[src/rtl/led_scan_driver.sv]
// Time-multiplexed hex 7-segment scanner: double-buffered image, per-slot
// ghost blanking, leading-zero suppression and frame-synchronous update.
module led_scan_driver #(
  parameter int NUM_DIGITS     = 8,
  parameter int SCAN_DIV       = 50000,
  parameter int BLANK_CYCLES   = 500,
  parameter int SEG_ACTIVE_LOW = 1,
  parameter int SEL_ACTIVE_LOW = 1
) (
  input  logic                      i_clk,
  input  logic                      i_rst,
  input  logic [4*NUM_DIGITS-1:0]   i_data,
  input  logic [NUM_DIGITS-1:0]     i_dp,
  input  logic [NUM_DIGITS-1:0]     i_blank,
  input  logic                      i_load,
  input  logic                      i_lz_en,
  output logic [7:0]                o_seg,
  output logic [NUM_DIGITS-1:0]     o_dig_sel,
  output logic                      o_pending,
  output logic                      o_frame_done
);

  localparam int CW = $clog2(SCAN_DIV);
  localparam int IW = (NUM_DIGITS > 1) ? $clog2(NUM_DIGITS) : 1;
  localparam int DW = 4 * NUM_DIGITS;

  localparam logic [CW-1:0] CNT_MAX = CW'(SCAN_DIV - 1);
  localparam logic [CW-1:0] BLANK_C = CW'(BLANK_CYCLES);
  localparam logic [IW-1:0] IDX_MAX = IW'(NUM_DIGITS - 1);
  localparam bit            HAS_GAP = (BLANK_CYCLES > 0);

  localparam logic [7:0]            SEG_OFF = (SEG_ACTIVE_LOW != 0) ? 8'hFF : 8'h00;
  localparam logic [NUM_DIGITS-1:0] SEL_OFF = (SEL_ACTIVE_LOW != 0) ? '1 : '0;

  logic [CW-1:0]         cnt;
  logic [IW-1:0]         idx;
  logic                  boundary;

  logic [DW-1:0]         act_data, pend_data;
  logic [NUM_DIGITS-1:0] act_dp, act_blank, pend_dp, pend_blank;
  logic                  pend_valid;

  logic [3:0]            nib [NUM_DIGITS];
  logic [NUM_DIGITS-1:0] supp;
  logic [7:0]            seg_raw;
  logic [NUM_DIGITS-1:0] sel_raw;

  function automatic logic [6:0] font(input logic [3:0] n);
    logic [6:0] f;
    f = 7'h00;
    case (n)
      4'h0: f = 7'h3F;  4'h1: f = 7'h06;  4'h2: f = 7'h5B;  4'h3: f = 7'h4F;
      4'h4: f = 7'h66;  4'h5: f = 7'h6D;  4'h6: f = 7'h7D;  4'h7: f = 7'h07;
      4'h8: f = 7'h7F;  4'h9: f = 7'h6F;  4'hA: f = 7'h77;  4'hB: f = 7'h7C;
      4'hC: f = 7'h39;  4'hD: f = 7'h5E;  4'hE: f = 7'h79;  4'hF: f = 7'h71;
      default: f = 7'h00;
    endcase
    return f;
  endfunction

  assign boundary  = (cnt == CNT_MAX) && (idx == IDX_MAX);
  assign o_pending = pend_valid;

  always_ff @(posedge i_clk or posedge i_rst) begin
    if (i_rst) begin
      cnt <= '0;
      idx <= '0;
    end else begin
      cnt <= (cnt == CNT_MAX) ? '0 : cnt + 1'b1;
      if (cnt == CNT_MAX)
        idx <= (idx == IDX_MAX) ? '0 : idx + 1'b1;
    end
  end

  // A load coinciding with the boundary bypasses the pending buffer entirely.
  always_ff @(posedge i_clk or posedge i_rst) begin
    if (i_rst) begin
      act_data   <= '0;
      act_dp     <= '0;
      act_blank  <= '0;
      pend_data  <= '0;
      pend_dp    <= '0;
      pend_blank <= '0;
      pend_valid <= 1'b0;
    end else if (boundary) begin
      pend_valid <= 1'b0;
      if (i_load) begin
        act_data  <= i_data;
        act_dp    <= i_dp;
        act_blank <= i_blank;
      end else if (pend_valid) begin
        act_data  <= pend_data;
        act_dp    <= pend_dp;
        act_blank <= pend_blank;
      end
    end else if (i_load) begin
      pend_data  <= i_data;
      pend_dp    <= i_dp;
      pend_blank <= i_blank;
      pend_valid <= 1'b1;
    end
  end

  // Suppression walks from the most significant digit down; a digit is dark
  // only while every digit above it is dark too.
  always_comb begin
    logic        above_ok;
    int unsigned k;
    above_ok = 1'b1;
    supp     = '0;
    for (int unsigned i = 0; i < NUM_DIGITS; i++)
      nib[i] = act_data[4*i +: 4];
    for (int unsigned i = 0; i < NUM_DIGITS; i++) begin
      k = NUM_DIGITS - 1 - i;
      supp[k]  = i_lz_en && (k != 0) && (nib[k] == 4'h0) && !act_dp[k] && above_ok;
      above_ok = above_ok && (supp[k] || act_blank[k]);
    end
  end

  always_comb begin
    seg_raw = '0;
    sel_raw = '0;
    if (!(HAS_GAP && (cnt < BLANK_C))) begin
      sel_raw[idx] = 1'b1;
      if (!(act_blank[idx] || supp[idx]))
        seg_raw = {act_dp[idx], font(nib[idx])};
    end
  end

  always_ff @(posedge i_clk or posedge i_rst) begin
    if (i_rst) begin
      o_seg        <= SEG_OFF;
      o_dig_sel    <= SEL_OFF;
      o_frame_done <= 1'b0;
    end else begin
      o_seg        <= (SEG_ACTIVE_LOW != 0) ? ~seg_raw : seg_raw;
      o_dig_sel    <= (SEL_ACTIVE_LOW != 0) ? ~sel_raw : sel_raw;
      o_frame_done <= boundary;
    end
  end

endmodule
[config.mk]
export PLATFORM = sky130hd
export DESIGN_NAME = led_scan_driver
export DESIGN_NICKNAME = d
export VERILOG_FILES = /design/src/rtl/led_scan_driver.sv
export SDC_FILE = /design/constraint.sdc
export NUM_CORES = 1
export LEC_CHECK = 0
export CAP_MARGIN = 25
export CORE_ASPECT_RATIO = 0.5
export CORE_MARGIN = 2
export CORE_UTILIZATION = 55
export CTS_CLUSTER_SIZE = 8
export DETAILED_ROUTE_END_ITERATION = 10
export DONT_BUFFER_PORTS = 1
export HOLD_SLACK_MARGIN = 0.15
export PLACE_DENSITY = 0.7
export SYNTH_ARGS = -nofsm -noshare
export SYNTH_HDL_FRONTEND = slang
export SYNTH_SLANG_ARGS = --single-unit
export TNS_END_PERCENT = 1
[constraint.sdc]
create_clock -name i_clk -period 11.1 [get_ports i_clk]
set_input_delay 1.665 -clock i_clk [delete_from_list [all_inputs] [get_ports i_clk]]
set_output_delay 1.665 -clock i_clk [all_outputs]
set_load 0.01 [all_outputs]
==> impl_summary.log <==
[metrics] placeable core area: roughly 11000 um^2
[metrics] clock slew seen by the registers of the worst setup and hold paths: 0.06 ns
[metrics] port buffer count: 0
[metrics] share of Yosys cell area claimed by the top area cell type: 0.4610
[metrics] Worst-Skew Late Latency: ~0.42 ns
[metrics] Top-Level Pins: 70
[metrics] TritonRoute pass-1 iters: 7
[metrics] DRC errors left: 0
[metrics] final-report hold violation count: 0
[metrics] clock buffers created by TritonCTS: 17
[metrics] result of the run: complete, no violations
[metrics] vias in the first global route: 4062
[metrics] crit path max fanout: 18
[metrics] overall die area: 12480 um^2
[metrics] final worst clock skew: between 0.01 and 0.015 ns
[metrics] required time of the worst setup path: roughly 11 ns
[metrics] Post-CTS Setup Repair Bufs: 0
[metrics] height of the die: around 80 um
[metrics] final design instance area without fill: about 7100 um^2
[metrics] Via Count: a little over 4k
[metrics] Hold WC Path Type: reg -> reg
[metrics] top post-synthesis cells by area: sky130_fd_sc_hd__dfrtp_1 (46%), sky130_fd_sc_hd__mux2i_1 (8.8%), sky130_fd_sc_hd__dfstp_2 (6.6%)
[metrics] proportion of register bits with asynchronous set or reset after synthesis: 1.000
[metrics] starting density of the core: 0.5714
[metrics] setup TNS after final layout: 0 ns
[metrics] final net count: 584
[metrics] leading area contributor after synthesis: sky130_fd_sc_hd__dfrtp_1
[metrics] unrepaired setup endpoints after global routing: false
[metrics] WL met2: 5832 um
[metrics] first-pass GRT wire length: between 20000 and 25000 um
[metrics] Starting DRT DRC Count: approximately 340
[metrics] initial antenna violation count: 0
[metrics] num rows: 27
[metrics] kind of end point of the critical path: flop
[metrics] synthesized net count: 587
[metrics] CTS Hold Bufs: 0
[metrics] share of layout cells above drive strength 1: 0.2328
[metrics] routed length per instance: 19.04 um
[metrics] CTS resizes: 0
[metrics] root buffer selected by CTS: sky130_fd_sc_hd__clkbuf_16
[metrics] CTS Sinks: 133
[metrics] Finish-stage setup viols: 0
[metrics] commonest non-fill, non-tap cell in the layout: sky130_fd_sc_hd__dfrtp_1
[metrics] antenna-violating nets left: 0
[metrics] post-synthesis instance area: about 6400 um^2
[metrics] flip-flop and latch count after synthesis: 133
[metrics] worst-case vdd ir drop: around 0.086 mV
[metrics] commonest cells after routing, fill and taps aside: sky130_fd_sc_hd__dfrtp_1 (117), sky130_fd_sc_hd__nor2_1 (63), sky130_fd_sc_hd__mux2i_1 (56), sky130_fd_sc_hd__a21oi_1 (53), sky130_fd_sc_hd__mux2_2 (30)
[metrics] mean post-synth cell area: approximately 12 um^2
[metrics] via/cell ratio: 5.949
[metrics] number of cells in the design after placement: 650
[metrics] routed length on met3: 952 um
[metrics] maxcap violations: 0
[metrics] top_reg_cell synth: sky130_fd_sc_hd__dfrtp_1
[metrics] area overhead of the layout relative to synthesis: 12.37%
[metrics] timing-limited maximum frequency: 341.5 MHz
[metrics] number of synthesis warnings: 0
[metrics] cell area power density: around 180 nW/um^2
[metrics] estimated wirelength of the detail-placed design: 8625 um
[metrics] final worst path period need: ~2.9 ns
[metrics] smallest hold slack: between 0.4 and 0.5 ns
[metrics] overall die width: 156.0 um
[metrics] number of standard cells in the layout, taps in and fillers out: roughly 680
[metrics] max-slew violation total from the final report: 0
[metrics] global route total overflow: 0
[metrics] gr usage total: 0.2304
[metrics] Final Power: 1.249 mW
[metrics] headroom to the max-slew limit: 0.2997
[metrics] largest net degree at the start of global routing: between 90 and 100
[metrics] antenna cell count: 0
[metrics] leak pwr: 3.173 nW
[metrics] Critical Path Start Type: flop
[metrics] Final Wtd Congestion: 0.8947
[metrics] part of the Yosys area used for sequential elements: 0.5272
[metrics] synth unique cells: 47
[metrics] slew of the pin with the lowest slew margin: 1.021 ns
[metrics] TritonCTS clock tree: built
[metrics] Final period util: 0.2638
[metrics] Arr. time, crit path: approximately 3.3 ns
[metrics] met1 WL: ~6100 um
[metrics] Top Layer Used: met4
[metrics] cell count after synthesis: 527
[metrics] dpl cell area: 6474 um^2
[metrics] H-tree levels: 4
[metrics] path type of the worst setup path: reg -> reg
[metrics] count of flip-flops with a built-in enable after synthesis: 0
[metrics] maximum clock insertion buffer count: 2
[metrics] Post-Route WL: between 10000 and 15000 um
[metrics] fillers: between 800 and 900
[synth_stat cells, types with 3 or more instances]
master / number
sky130_fd_sc_hd__nor2b_1: 8
sky130_fd_sc_hd__mux2i_1: 56
sky130_fd_sc_hd__o21ai_0: 3
sky130_fd_sc_hd__a31oi_1: 5
sky130_fd_sc_hd__xor2_1: 5
sky130_fd_sc_hd__xnor2_1: 8
sky130_fd_sc_hd__dfrtp_1: 117
sky130_fd_sc_hd__mux4_2: 12
sky130_fd_sc_hd__inv_1: 9
sky130_fd_sc_hd__mux2_4: 20
sky130_fd_sc_hd__dfstp_2: 16
sky130_fd_sc_hd__nor4_1: 6
sky130_fd_sc_hd__a21oi_1: 53
sky130_fd_sc_hd__nand4_1: 9
sky130_fd_sc_hd__or3_1: 4
sky130_fd_sc_hd__nor2_1: 63
sky130_fd_sc_hd__nor3_1: 3
sky130_fd_sc_hd__clkbuf_1: 13
sky130_fd_sc_hd__buf_2: 14
sky130_fd_sc_hd__ha_1: 8
sky130_fd_sc_hd__nand3_1: 14
sky130_fd_sc_hd__mux2_2: 30
sky130_fd_sc_hd__buf_6: 3
sky130_fd_sc_hd__a22oi_1: 3
sky130_fd_sc_hd__nand2_1: 14
sky130_fd_sc_hd__and2_1: 4
[sequential cells by signal (all words and copies together) (netlist names)]
name          flops
idx               3
act_dp            8
pend_dp           8
act_data         32
pend_blank        8
pend_data        32
o_frame_done      1
o_dig_sel         8
o_pending         1
act_blank         8
cnt              16
o_seg             8
[cell type report]
type | instances | area, um^2 | area share
inverter | 10 | 40.04 | 0.005610
sequential | 133 | 3348 | 0.4691
tap | 145 | 181.4 | 0.02542
clock inverter | 13 | 220.2 | 0.03086
multi-input combinational | 354 | 2826 | 0.3960
timing repair buffer | 8 | 77.57 | 0.01087
clock buffer | 19 | 442.9 | 0.06206
[where the power goes]
group	internal (mW)	switching, mW	total (mW)
logic	0.0477	0.0415	0.0892
clock network	0.408	0.219	0.627
registers	0.514	0.0189	0.533
total	0.970	0.279	1.25
[per-layer routing]
metal  vias to the layer above  GRT usage
met4                         0    0.07156
li1                       1891          -
met1                      2044     0.3223
met5                         -          0
met2                       113     0.3354
met3                         9    0.08523
[path summary, 6_finish.rpt]
kind                        start           end  slack, ns  depth (start not counted)
max in group asynchronous   i_rst  pend_data[9]       8.80                          3
setup / recovery           idx[1]      o_seg[0]       8.17                          5
hold reg to reg            cnt[0]        cnt[0]       0.49                          1
min in group asynchronous   i_rst        cnt[2]       1.17                          1
setup reg to reg           idx[1]      o_seg[0]       8.17                          5
hold / removal             cnt[0]        cnt[0]       0.49                          1
[kinds of logic (layout without fill, tap and decap cells)]
| logic type | count (synthesis) | in the layout | share of synthesized area |
|---|---|---|---|
| DFF | 133 | 133 | 0.5272 |
| AOI/OAI and AO/OA | 76 | 76 | 0.06895 |
| muxes | 118 | 118 | 0.2313 |
| buffers and inverters | 40 | 50 | 0.02994 |
| xor gates and xnor gates | 13 | 13 | 0.01793 |
| and+or+nand+nor | 139 | 139 | 0.1089 |
| adders and majority gates | 8 | 8 | 0.01576 |
[worst max-delay path: stages (launching register included)]
cell                      delay (ns)
sky130_fd_sc_hd__dfrtp_1        0.88
sky130_fd_sc_hd__mux4_2         0.42
sky130_fd_sc_hd__mux2i_1        0.81
sky130_fd_sc_hd__nor2b_1        0.13
sky130_fd_sc_hd__or3b_2         0.48
sky130_fd_sc_hd__nand4_1        0.12
[stage by stage]
stage          worst slack, ns    util
2_1_floorplan            5.907       -
3_3_place_gp             7.896  0.5795
3_5_place_dp             8.132  0.5825
4_1_cts                  8.275  0.6421
5_1_grt                  8.098  0.6421
6_report                 8.172  0.6421
No activity file was read; power rests on OpenSTA's default activity.
